## config.mk

```make
export PLATFORM = sky130hd
export DESIGN_NAME = multicycle_ctrl
export DESIGN_NICKNAME = d
export VERILOG_FILES = /design/src/rtl/multicycle_ctrl.sv
export SDC_FILE = /design/constraint.sdc
export NUM_CORES = 1
export LEC_CHECK = 0
export BUFFER_PORTS_ARGS = -buffer_cell sky130_fd_sc_hd__buf_2
export CAP_MARGIN = 20
export CORE_MARGIN = 10
export CORE_UTILIZATION = 38
export DETAILED_ROUTE_END_ITERATION = 10
export GPL_ROUTABILITY_DRIVEN = 0
export PLACE_DENSITY = 0.75
export SETUP_SLACK_MARGIN = 0.3
export SLEW_MARGIN = 10
export SYNTH_ARGS = -nofsm -noshare
export SYNTH_HDL_FRONTEND = slang
export SYNTH_SLANG_ARGS = --single-unit
```

## constraint.sdc

```tcl
create_clock -name clk -period 2.1 [get_ports clk]
set_input_delay 0.315 -clock clk [delete_from_list [all_inputs] [get_ports clk]]
set_output_delay 0.315 -clock clk [all_outputs]
set_load 0.02 [all_outputs]
```

## src/rtl/multicycle_ctrl.sv

```systemverilog
// Multicycle control unit for the ARM-subset datapath: sequences FETCH/DECODE/EXECUTE/MEM/WB, holds NZCV and the condition latch.
// Optional feature: define MULTICYCLE_CTRL_UNDEF_HALT_EN to trap Op=11 into a sticky HALT state.
module multicycle_ctrl (
    input  logic         clk,
    input  logic         reset,
    input  logic [31:12] Instr,
    input  logic [3:0]   ALUFlags,
    output logic         PCWrite,
    output logic         AdrSrc,
    output logic         MemWrite,
    output logic         IRWrite,
    output logic [1:0]   ResultSrc,
    output logic         ALUSrcA,
    output logic [1:0]   ALUSrcB,
    output logic [1:0]   ALUControl,
    output logic [1:0]   ImmSrc,
    output logic [1:0]   RegSrc,
    output logic         RegWrite,
    output logic         Halted
);

    typedef enum logic [3:0] {
        S_FETCH,
        S_DECODE,
        S_MEMADR,
        S_MEMREAD,
        S_MEMWB,
        S_MEMWRITE,
        S_EXECUTER,
        S_EXECUTEI,
        S_ALUWB,
        S_BRANCH
`ifdef MULTICYCLE_CTRL_UNDEF_HALT_EN
        , S_HALT
`endif
    } state_e;

    localparam logic [3:0] CMD_ADD = 4'b0100;
    localparam logic [3:0] CMD_SUB = 4'b0010;
    localparam logic [3:0] CMD_AND = 4'b0000;
    localparam logic [3:0] CMD_ORR = 4'b1100;
    localparam logic [3:0] CMD_CMP = 4'b1010;

    state_e     state_q, state_d;
    logic [3:0] flags_q, flags_d;
    logic       cond_ex_q, cond_ex_d;

    logic [3:0] cond;
    logic [1:0] op;
    logic [5:0] funct;
    logic [3:0] cmd;
    logic       rd_is_pc;
    logic       is_cmp;
    logic       is_arith;
    logic [1:0] alu_op;

    logic       pc_write;
    logic       adr_src;
    logic       mem_write;
    logic       ir_write;
    logic [1:0] result_src;
    logic       alu_src_a;
    logic [1:0] alu_src_b;
    logic [1:0] alu_control;
    logic       reg_write;

    // Rn is routed straight to the register file by the datapath.
    logic unused_rn;
    assign unused_rn = ^Instr[19:16];

    assign cond     = Instr[31:28];
    assign op       = Instr[27:26];
    assign funct    = Instr[25:20];
    assign cmd      = funct[4:1];
    assign rd_is_pc = (Instr[15:12] == 4'hF);
    assign is_cmp   = (cmd == CMD_CMP);
    assign is_arith = (cmd == CMD_ADD) || (cmd == CMD_SUB) || (cmd == CMD_CMP);

    function automatic logic cond_ex(input logic [3:0] c, input logic [3:0] f);
        logic n, z, cy, v;
        {n, z, cy, v} = f;
        case (c)
            4'b0000: cond_ex = z;
            4'b0001: cond_ex = ~z;
            4'b0010: cond_ex = cy;
            4'b0011: cond_ex = ~cy;
            4'b0100: cond_ex = n;
            4'b0101: cond_ex = ~n;
            4'b0110: cond_ex = v;
            4'b0111: cond_ex = ~v;
            4'b1000: cond_ex = cy & ~z;
            4'b1001: cond_ex = ~cy | z;
            4'b1010: cond_ex = (n == v);
            4'b1011: cond_ex = (n != v);
            4'b1100: cond_ex = ~z & (n == v);
            4'b1101: cond_ex = z | (n != v);
            4'b1110: cond_ex = 1'b1;
            default: cond_ex = 1'b0;
        endcase
    endfunction

    always_comb begin
        case (cmd)
            CMD_ADD: alu_op = 2'b00;
            CMD_SUB: alu_op = 2'b01;
            CMD_AND: alu_op = 2'b10;
            CMD_ORR: alu_op = 2'b11;
            CMD_CMP: alu_op = 2'b01;
            default: alu_op = 2'b00;
        endcase
    end

    // NOTE: sequential state uses non-blocking assignments so every register samples pre-edge values.
    always_ff @(posedge clk) begin
        if (reset) begin
            state_q   <= S_FETCH;
            flags_q   <= 4'b0000;
            cond_ex_q <= 1'b0;
        end else begin
            state_q   <= state_d;
            flags_q   <= flags_d;
            cond_ex_q <= cond_ex_d;
        end
    end

    // CV survives logical ops; CMP updates flags even without the S bit.
    always_comb begin
        flags_d   = flags_q;
        cond_ex_d = cond_ex_q;
        if (state_q == S_DECODE) begin
            cond_ex_d = cond_ex(cond, flags_q);
        end
        if ((state_q == S_EXECUTER || state_q == S_EXECUTEI) && cond_ex_q && (funct[0] || is_cmp)) begin
            flags_d[3:2] = ALUFlags[3:2];
            if (is_arith) begin
                flags_d[1:0] = ALUFlags[1:0];
            end
        end
    end

    // NOTE: every output gets a default before the case so no path can infer a latch.
    always_comb begin
        state_d     = state_q;
        pc_write    = 1'b0;
        adr_src     = 1'b0;
        mem_write   = 1'b0;
        ir_write    = 1'b0;
        result_src  = 2'b00;
        alu_src_a   = 1'b0;
        alu_src_b   = 2'b00;
        alu_control = 2'b00;
        reg_write   = 1'b0;
        case (state_q)
            S_FETCH: begin
                ir_write   = 1'b1;
                alu_src_a  = 1'b1;
                alu_src_b  = 2'b10;
                result_src = 2'b10;
                pc_write   = 1'b1;
                state_d    = S_DECODE;
            end
            S_DECODE: begin
                alu_src_a  = 1'b1;
                alu_src_b  = 2'b10;
                result_src = 2'b10;
                case (op)
                    2'b00:   state_d = funct[5] ? S_EXECUTEI : S_EXECUTER;
                    2'b01:   state_d = S_MEMADR;
                    2'b10:   state_d = S_BRANCH;
`ifdef MULTICYCLE_CTRL_UNDEF_HALT_EN
                    default: state_d = S_HALT;
`else
                    default: state_d = S_FETCH;
`endif
                endcase
            end
            S_MEMADR: begin
                alu_src_b = 2'b01;
                state_d   = funct[0] ? S_MEMREAD : S_MEMWRITE;
            end
            S_MEMREAD: begin
                adr_src = 1'b1;
                state_d = S_MEMWB;
            end
            S_MEMWB: begin
                result_src = 2'b01;
                reg_write  = cond_ex_q;
                pc_write   = cond_ex_q & rd_is_pc;
                state_d    = S_FETCH;
            end
            S_MEMWRITE: begin
                adr_src   = 1'b1;
                mem_write = cond_ex_q;
                state_d   = S_FETCH;
            end
            S_EXECUTER: begin
                alu_control = alu_op;
                state_d     = S_ALUWB;
            end
            S_EXECUTEI: begin
                alu_src_b   = 2'b01;
                alu_control = alu_op;
                state_d     = S_ALUWB;
            end
            S_ALUWB: begin
                reg_write = cond_ex_q & ~is_cmp;
                pc_write  = cond_ex_q & rd_is_pc & ~is_cmp;
                state_d   = S_FETCH;
            end
            S_BRANCH: begin
                alu_src_b  = 2'b01;
                result_src = 2'b10;
                pc_write   = cond_ex_q;
                state_d    = S_FETCH;
            end
`ifdef MULTICYCLE_CTRL_UNDEF_HALT_EN
            S_HALT: begin
                state_d = S_HALT;
            end
`endif
            default: begin
                state_d = S_FETCH;
            end
        endcase
    end

    // Write enables are masked while reset is held so a mid-instruction abort never commits.
    assign PCWrite    = pc_write & ~reset;
    assign MemWrite   = mem_write & ~reset;
    assign IRWrite    = ir_write & ~reset;
    assign RegWrite   = reg_write & ~reset;
    assign AdrSrc     = adr_src;
    assign ResultSrc  = result_src;
    assign ALUSrcA    = alu_src_a;
    assign ALUSrcB    = alu_src_b;
    assign ALUControl = alu_control;
    assign ImmSrc     = op;
    assign RegSrc     = {op == 2'b01, op == 2'b10};

`ifdef MULTICYCLE_CTRL_UNDEF_HALT_EN
    assign Halted = (state_q == S_HALT);
`else
    assign Halted = 1'b0;
`endif

endmodule

```

==> run_summary.xml, run 1 <==
<?xml version="1.0" encoding="UTF-8"?>
<metrics>
  <group name="run_status">
    <metric name="outcome" unit="">finished clean</metric>
  </group>
  <group name="placed_design">
    <metric name="port_buffers" unit="">37</metric>
    <metric name="dpl.hpwl" unit="um">1953</metric>
  </group>
  <group name="synth">
    <metric name="number_of_nets_in_the_synthesized_netlist" unit="">148</metric>
    <metric name="synth-async-reset-ratio" unit="%">0</metric>
    <metric name="synth-seq-area-share" unit="%">20.75</metric>
    <metric name="yosys_register_bits" unit="">9</metric>
    <metric name="synthMuxAreaShare" unit="%">4.611</metric>
    <metric name="synth_cells" unit="">122</metric>
    <metric name="synth_compound_gate_area_share" unit="%">22.05</metric>
    <metric name="ys_dominant_reg_cell" unit="">sky130_fd_sc_hd__dfxtp_1</metric>
    <metric name="synth_edf_count" unit="">0</metric>
    <metric name="yosys.area_share.adder" unit="%">0</metric>
    <metric name="synthXorXnorAreaFrac" unit="%">7.061</metric>
    <metric name="dominant_combinational_cell_family_by_area_after_synthesis" unit="">simple AND/OR/NAND/NOR gates</metric>
    <metric name="yosysWarnings" unit="">0</metric>
    <metric name="ys_types" unit="">42</metric>
    <metric name="synth_area_per_cell" unit="um2">7.117</metric>
    <metric name="syn-cell-area" unit="um2">868.3</metric>
    <metric name="synthSimpleGateAreaFrac" unit="%">35.59</metric>
  </group>
  <group name="clock_tree">
    <metric name="cts_tree" unit="">built</metric>
    <metric name="clock_tree.buffer_depth" unit="">2</metric>
    <metric name="clock_sink_count" unit="">9</metric>
    <metric name="worst_skew_pair.late_latency" unit="ns">0.27</metric>
    <metric name="clkSlewWorstSetupHoldPaths" unit="ns">0.06</metric>
    <metric name="cts_hold_buffers" unit="">0</metric>
    <metric name="tritoncts.num_buffers" unit="">3</metric>
    <metric name="cts-htree-levels" unit="">1</metric>
    <metric name="cts.root.buffer_cell" unit="">sky130_fd_sc_hd__clkbuf_4</metric>
  </group>
  <group name="sta">
    <metric name="rsz0062_at_grt" unit="">true</metric>
    <metric name="final.setup_skew" unit="ns">0.006713</metric>
    <metric name="finalSetupViolCount" unit="">0</metric>
    <metric name="max_clock_freq" unit="MHz">559.4</metric>
    <metric name="fin_setup_tns" unit="ns">0</metric>
    <metric name="final_period_minus_worst_setup_slack" unit="ns">1.787</metric>
    <metric name="final_max_slew_viols" unit="">0</metric>
    <metric name="final_min_period_over_clock_period" unit="%">85.12</metric>
    <metric name="hold_viol" unit="">0</metric>
  </group>
  <group name="final_layout">
    <metric name="final_net_count" unit="">184</metric>
    <metric name="drive_above_1_share" unit="%">40.13</metric>
    <metric name="most_common_cell_after_layout_fill_and_taps_aside" unit="">sky130_fd_sc_hd__buf_2</metric>
    <metric name="areaGrowthSynthToFinish" unit="%">36.17</metric>
    <metric name="most_frequent_cells_in_the_layout" unit="">sky130_fd_sc_hd__buf_2 (32), sky130_fd_sc_hd__nor2_1 (13), sky130_fd_sc_hd__nor3_1 (10)</metric>
    <metric name="antenna_cells" unit="">0</metric>
  </group>
  <group name="floorplan">
    <metric name="fp-row-count" unit="">17</metric>
    <metric name="fp.dieH" unit="um">67.80</metric>
    <metric name="die_area" unit="mm2">0.004597</metric>
    <metric name="start_util" unit="%">39.63</metric>
    <metric name="die_w" unit="um">67.80</metric>
    <metric name="core_area" unit="mm2">0.002191</metric>
    <metric name="ios" unit="">43</metric>
  </group>
  <group name="route">
    <metric name="route.met3.wl" unit="um">254</metric>
    <metric name="routed.top_layer" unit="">met4</metric>
    <metric name="detailedRoute.firstPassIterationCount" unit="">4</metric>
    <metric name="route.detailed.wl_per_inst" unit="um">13.85</metric>
    <metric name="avgViaCountPerCell" unit="">5.449</metric>
    <metric name="final_routed_wirelength_across_all_metal_layers" unit="um">2563</metric>
    <metric name="met1Wirelength" unit="um">1042</metric>
    <metric name="route.met2.wl" unit="um">1178</metric>
    <metric name="drc" unit="">0</metric>
    <metric name="ant_nets" unit="">0</metric>
    <metric name="drt-initial-drc-count" unit="">45</metric>
    <metric name="via_count" unit="">1008</metric>
  </group>
  <group name="min_path">
    <metric name="min_delay_worst_endpoint" unit="">flags_q[3]$_SDFFE_PP0P_</metric>
    <metric name="holdCritStartpoint" unit="">ALUFlags[3]</metric>
    <metric name="holdPathStages" unit="">3</metric>
    <metric name="timing.hold.worst.class" unit="">in -&gt; reg</metric>
  </group>
  <group name="critical_path">
    <metric name="setup.worst_path.class" unit="">reg -&gt; out</metric>
    <metric name="critical_path.slowest_cell" unit="">sky130_fd_sc_hd__dfxtp_4</metric>
    <metric name="slowest_delay" unit="ns">0.37</metric>
    <metric name="r2r_slack" unit="ns">0.45</metric>
    <metric name="timing.critical_path.from_type" unit="">flop</metric>
    <metric name="worst_r2r_startpoint" unit="">state_q[3]$_SDFF_PP0_</metric>
    <metric name="critical_path_peak_fanout" unit="">8</metric>
    <metric name="worstPathBufferInverterCount" unit="">1</metric>
    <metric name="worstReg2RegEnd" unit="">flags_q[1]$_SDFFE_PP0P_</metric>
    <metric name="path_cells" unit="">nand2b_4 -&gt; or3_4 -&gt; nor3_4 -&gt; buf_6</metric>
    <metric name="critical_path.top_delay_family" unit="">simple AND/OR/NAND/NOR gates</metric>
    <metric name="setup.worst_path.end_class" unit="">output pin</metric>
    <metric name="reg2reg_depth" unit="">6</metric>
    <metric name="timing.critical_path.from" unit="">state_q[3]$_SDFF_PP0_</metric>
    <metric name="cp_data_arrival_time" unit="ns">1.47</metric>
    <metric name="cp.required" unit="ns">1.78</metric>
  </group>
  <group name="power_and_ir_drop">
    <metric name="peakVddDrop" unit="mV">0.2269</metric>
    <metric name="power_leakage" unit="nW">0.5205</metric>
    <metric name="power_density" unit="mW/mm2">441.0</metric>
    <metric name="total_power" unit="mW">0.5214</metric>
  </group>
  <group name="grt">
    <metric name="grt_use_total" unit="%">11.06</metric>
    <metric name="initial_antenna_violation_count" unit="">0</metric>
    <metric name="grt.overflow.total" unit="">0</metric>
    <metric name="grt_max_degree" unit="">17</metric>
    <metric name="number_of_global_route_vias_before_repair" unit="">1012</metric>
    <metric name="grt_pass1_wl" unit="um">4126</metric>
  </group>
  <group name="run">
    <metric name="cap_viol_max_count" unit="">0</metric>
  </group>
</metrics>
==> final cells by class <==
type                    instances  area [um2]
clock buffers                   3       22.52
clock inverters                 1       5.005
fillers                       210        1008
inverters                       5       18.77
multi-input cells              96       659.4
flip-flops and latches          9       191.4
well taps                      28       35.03
repair buffers                 43       250.2
==> per-layer routing <==
layer,up-vias,GRT usage (%)
met5,-,0
met4,0,8.291
met3,8,2.479
met2,40,18.19
met1,457,12.17
li1,503,-
==> report_power, final <==
part | internal, mW | switching (mW) | total, mW
clock | 0.0704 | 0.0645 | 0.135
combinational | 0.0822 | 0.119 | 0.201
sequential | 0.177 | 0.00892 | 0.186
==> logic make-up after synthesis <==
kind of cell    after synthesis
buf+inv                      17
flops                         9
xor+xnor                      7
simple gates                 57
mux                           4
compound gates               27
other cells                   1
==> what timing repair did <==
item / 4_1_cts / 5_1_grt
setup buffers: 1 / 2
endpoints found under the setup margin: 3 / 7
pin swaps: 2 / 1
gates resized for setup: 13 / 11
==> metrics by stage <==
step	setup WS [ns]	util, %	instance area, um2	std cells	hold slack, ns
floorplan	0.3299	-	874.6	122	0.4589
detailed placement	0.3288	48.09	1054	178	0.5420
CTS	0.2834	51.57	1130	183	0.2813
global route	0.1774	53.97	1182	185	0.2879
finish	0.3125	53.97	1182	185	0.2810
global placement	0.3893	48.09	1054	178	0.5389
==> worst max path at each step <==
stage,to,slack [ns],cells after the start
3_5_place_dp,PCWrite,0.33,7
5_1_grt,PCWrite,0.18,6
2_1_floorplan,MemWrite,0.33,3
6_report,ALUControl[1],0.31,4
4_1_cts,IRWrite,0.28,4
3_3_place_gp,PCWrite,0.39,7
==> worst register-to-register path, stage by stage (launching register included) <==
cell and delay [ns]:
sky130_fd_sc_hd__dfxtp_4 0.37, sky130_fd_sc_hd__nand2b_4 0.15, sky130_fd_sc_hd__or3_4 0.36, sky130_fd_sc_hd__buf_4 0.16, sky130_fd_sc_hd__a211oi_4 0.21, sky130_fd_sc_hd__mux2i_1 0.22, sky130_fd_sc_hd__nor2_1 0.05
==> flip-flops by register name (all words and copies together) (netlist names) <==
name       cells
flags_q        4
state_q        4
cond_ex_q      1
==> cells in the mapped netlist (all sizes together), types with 2 or more instances <==
library cell,n,area share [%]
nor2,14,6.1
nor3,14,8.1
dfxtp,9,21
buf,8,5.6
a21oi,7,4.0
xor2,6,6.1
inv,5,2.2
nand2b,5,3.6
nor2b,5,3.6
clkbuf,4,1.7
mux2i,4,4.6
nand2,4,1.7
o21ai,4,2.3
nand3b,3,2.6
nor3b,3,2.6
a211oi,2,3.2
a22oi,2,1.7
nand3,2,1.2
nor4,2,1.4
o22ai,2,1.4
or3,2,2.0
(Power assumes the default switching activity.)
==> run 2, diff against run 1 <==
Settings changed: BUFFER_PORTS_ARGS -buffer_cell sky130_fd_sc_hd__buf_2 to -buffer_cell sky130_fd_sc_hd__buf_4.
==> run 2 against run 1 <==
Against the previous run:
- die area is the same
- critical path depth unchanged
- maximum frequency increased by 0.30%
- cell count did not move
- clock skew fell by 0.0025 ns
- hold slack about the same
- setup slack better by 0.0054 ns
- sequential share of layout area decreased by 0.51 points
- utilization increased by 2.9 points
- clock-buffer cell count is the same
- wire length increased by 2.5%
- via count fell by 0.40%
- highest routed layer unchanged
==> run_summary.xml, run 2 (synthesized netlist as in run 1, its figures left out) <==
<?xml version="1.0" encoding="UTF-8"?>
<metrics>
  <group name="run_status">
    <metric name="outcome" unit="">finished clean</metric>
  </group>
  <group name="route">
    <metric name="avgViaCountPerCell" unit="">5.427</metric>
    <metric name="route.detailed.wl_per_inst" unit="um">14.20</metric>
    <metric name="via_count" unit="">1004</metric>
    <metric name="drc" unit="">0</metric>
    <metric name="detailedRoute.firstPassIterationCount" unit="">4</metric>
    <metric name="drt-initial-drc-count" unit="">41</metric>
    <metric name="ant_nets" unit="">0</metric>
    <metric name="final_routed_wirelength_across_all_metal_layers" unit="um">2627</metric>
  </group>
  <group name="final_layout">
    <metric name="most_frequent_cells_in_the_layout" unit="">sky130_fd_sc_hd__buf_4 (43), sky130_fd_sc_hd__nor2_1 (14), sky130_fd_sc_hd__nor3_1 (11)</metric>
    <metric name="areaGrowthSynthToFinish" unit="%">43.37</metric>
    <metric name="top_regs" unit="">flags_q x4, state_q x4, cond_ex_q x1</metric>
    <metric name="drive_above_1_share" unit="%">38.85</metric>
    <metric name="final_net_count" unit="">184</metric>
    <metric name="antenna_cells" unit="">0</metric>
    <metric name="finish.instance_area" unit="mm2">0.001245</metric>
    <metric name="most_common_cell_after_layout_fill_and_taps_aside" unit="">sky130_fd_sc_hd__buf_4</metric>
    <metric name="final.fill_count" unit="">210</metric>
  </group>
  <group name="critical_path">
    <metric name="path_cells" unit="">buf_4 -&gt; or3_4 -&gt; nor3_2 -&gt; buf_4</metric>
    <metric name="worstPathBufferInverterCount" unit="">2</metric>
    <metric name="timing.critical_path.from_type" unit="">flop</metric>
    <metric name="critical_path.slowest_cell" unit="">sky130_fd_sc_hd__or3_4</metric>
    <metric name="critical_path_peak_fanout" unit="">10</metric>
    <metric name="critical_path.top_delay_family" unit="">simple AND/OR/NAND/NOR gates</metric>
    <metric name="slowest_delay" unit="ns">0.40</metric>
    <metric name="setup.worst_path.class" unit="">reg -&gt; out</metric>
    <metric name="cp.required" unit="ns">1.78</metric>
    <metric name="cp_data_arrival_time" unit="ns">1.47</metric>
    <metric name="setup.worst_path.end_class" unit="">output pin</metric>
    <metric name="worst_path_most_repeated_cell" unit="">sky130_fd_sc_hd__buf_4</metric>
  </group>
  <group name="sta">
    <metric name="fin_setup_tns" unit="ns">0</metric>
    <metric name="final_period_minus_worst_setup_slack" unit="ns">1.782</metric>
    <metric name="holdWs" unit="ns">0.2815</metric>
    <metric name="final.setup_skew" unit="ns">0.004164</metric>
    <metric name="rsz0062_at_grt" unit="">true</metric>
    <metric name="hold_viol" unit="">0</metric>
    <metric name="final_max_slew_viols" unit="">0</metric>
    <metric name="finalSetupViolCount" unit="">0</metric>
    <metric name="max_clock_freq" unit="MHz">561.1</metric>
    <metric name="final_min_period_over_clock_period" unit="%">84.86</metric>
  </group>
  <group name="power_and_ir_drop">
    <metric name="clkPwrFrac" unit="%">25.2</metric>
    <metric name="power_density" unit="mW/mm2">432.2</metric>
    <metric name="sequentialPowerShare" unit="%">34.8</metric>
    <metric name="peakVddDrop" unit="mV">0.2744</metric>
    <metric name="power_leakage" unit="nW">0.5373</metric>
    <metric name="cell_internal_pwr" unit="mW">0.3461</metric>
    <metric name="combPwrFrac" unit="%">40.0</metric>
    <metric name="swShare" unit="%">35.67</metric>
    <metric name="switchingPower" unit="mW">0.1919</metric>
  </group>
  <group name="floorplan">
    <metric name="ios" unit="">43</metric>
    <metric name="core_area" unit="mm2">0.002191</metric>
    <metric name="start_util" unit="%">39.63</metric>
    <metric name="fp-row-count" unit="">17</metric>
    <metric name="fp.dieH" unit="um">67.80</metric>
    <metric name="die_area" unit="mm2">0.004597</metric>
    <metric name="die_w" unit="um">67.80</metric>
  </group>
  <group name="clock_tree">
    <metric name="worst_skew_pair.late_latency" unit="ns">0.27</metric>
    <metric name="tritoncts.num_buffers" unit="">3</metric>
    <metric name="clock_sink_count" unit="">9</metric>
    <metric name="clkSlewWorstSetupHoldPaths" unit="ns">0.06</metric>
    <metric name="cts_hold_buffers" unit="">0</metric>
    <metric name="cts.root.buffer_cell" unit="">sky130_fd_sc_hd__clkbuf_4</metric>
    <metric name="clock_tree.buffer_depth" unit="">2</metric>
    <metric name="cts_tree" unit="">built</metric>
    <metric name="cts-htree-levels" unit="">1</metric>
  </group>
  <group name="placed_design">
    <metric name="dpl.hpwl" unit="um">2016</metric>
    <metric name="placement.cell_area" unit="mm2">0.001146</metric>
    <metric name="port_buffers" unit="">37</metric>
  </group>
  <group name="grt">
    <metric name="grt_max_degree" unit="">13</metric>
    <metric name="grt.overflow.total" unit="">0</metric>
    <metric name="grt_pass1_wl" unit="um">4105</metric>
    <metric name="number_of_global_route_vias_before_repair" unit="">969</metric>
    <metric name="initial_antenna_violation_count" unit="">0</metric>
    <metric name="grt_use_total" unit="%">11.26</metric>
  </group>
  <group name="min_path">
    <metric name="timing.hold.worst.class" unit="">in -&gt; reg</metric>
  </group>
  <group name="run">
    <metric name="cap_viol_max_count" unit="">0</metric>
  </group>
</metrics>
-- run 2: cell counts in the layout (fill, tap and decap cells not counted) --
Identical to the previous run, type by type.
-- run 2: repair_timing --
item                       4_1_cts  5_1_grt
buffers inserted                 2        1
gates resized for setup         12        3
setup endpoints to repair        5        6
pin swaps                        3        3
-- run 2: metal layers --
| layer | share of wire (%) | track usage [%] | vias up | wire length, um |
|---|---|---|---|---|
| met2 | 47 | 19.13 | 38 | 1237 |
| met3 | 7.5 | 2.479 | 5 | 198 |
| li1 | - | - | 501 | - |
| met5 | 0 | 0 | - | 0 |
| met1 | 43 | 12.08 | 460 | 1124 |
| met4 | 2.5 | 8.040 | 0 | 66 |
-- run 2: through the flow --
| step | setup WS, ns | std cells | total power, mW | utilization (%) |
|---|---|---|---|---|
| 5_1_grt | 0.2169 | 185 | 0.5733 | 56.82 |
| 4_1_cts | 0.2865 | 184 | 0.5405 | 55.97 |
| 2_1_floorplan | 0.3299 | 122 | 0.3152 | - |
| 6_report | 0.3179 | 185 | 0.5381 | 56.82 |
| 3_3_place_gp | 0.4122 | 178 | 0.3871 | 52.31 |
| 3_5_place_dp | 0.3963 | 178 | 0.3929 | 52.31 |
-- run 2: cell type report --
type | count | area, um2 | share of cell area [%]
timing repair buffer | 43 | 322.8 | 25.93
inverter | 5 | 18.77 | 1.508
clock buffer | 3 | 22.52 | 1.809
clock inverter | 1 | 5.005 | 0.4020
tap | 28 | 35.03 | 2.814
multi-input combinational | 96 | 645.6 | 51.86
sequential | 9 | 195.2 | 15.68
-- run 2: power by group through the flow --
| stage | clock, mW | sequential (mW) | combinational (mW) |
|---|---|---|---|
| after detailed placement | 0 | 0.195 | 0.198 |
| final | 0.136 | 0.187 | 0.215 |
| after floorplan | 0 | 0.186 | 0.129 |
| after global routing | 0.149 | 0.188 | 0.236 |
| after global placement | 0 | 0.195 | 0.192 |
| after CTS | 0.141 | 0.188 | 0.212 |
-- run 2: final timing paths --
check,cells after the start,end,start,slack [ns]
setup reg to reg,6,flags_q[0]$_SDFFE_PP0P_,state_q[3]$_SDFF_PP0_,0.51
setup / recovery,4,IRWrite,state_q[2]$_SDFF_PP0_,0.32
hold / removal,3,flags_q[3]$_SDFFE_PP0P_,ALUFlags[3],0.28
hold reg to reg,2,flags_q[1]$_SDFFE_PP0P_,flags_q[1]$_SDFFE_PP0P_,0.55
-- run 2: tightest hold or removal path, stage by stage --
cell and delay (ns):
sky130_fd_sc_hd__buf_4 0.08, sky130_fd_sc_hd__mux2i_1 0.05, sky130_fd_sc_hd__nor2_1 0.07
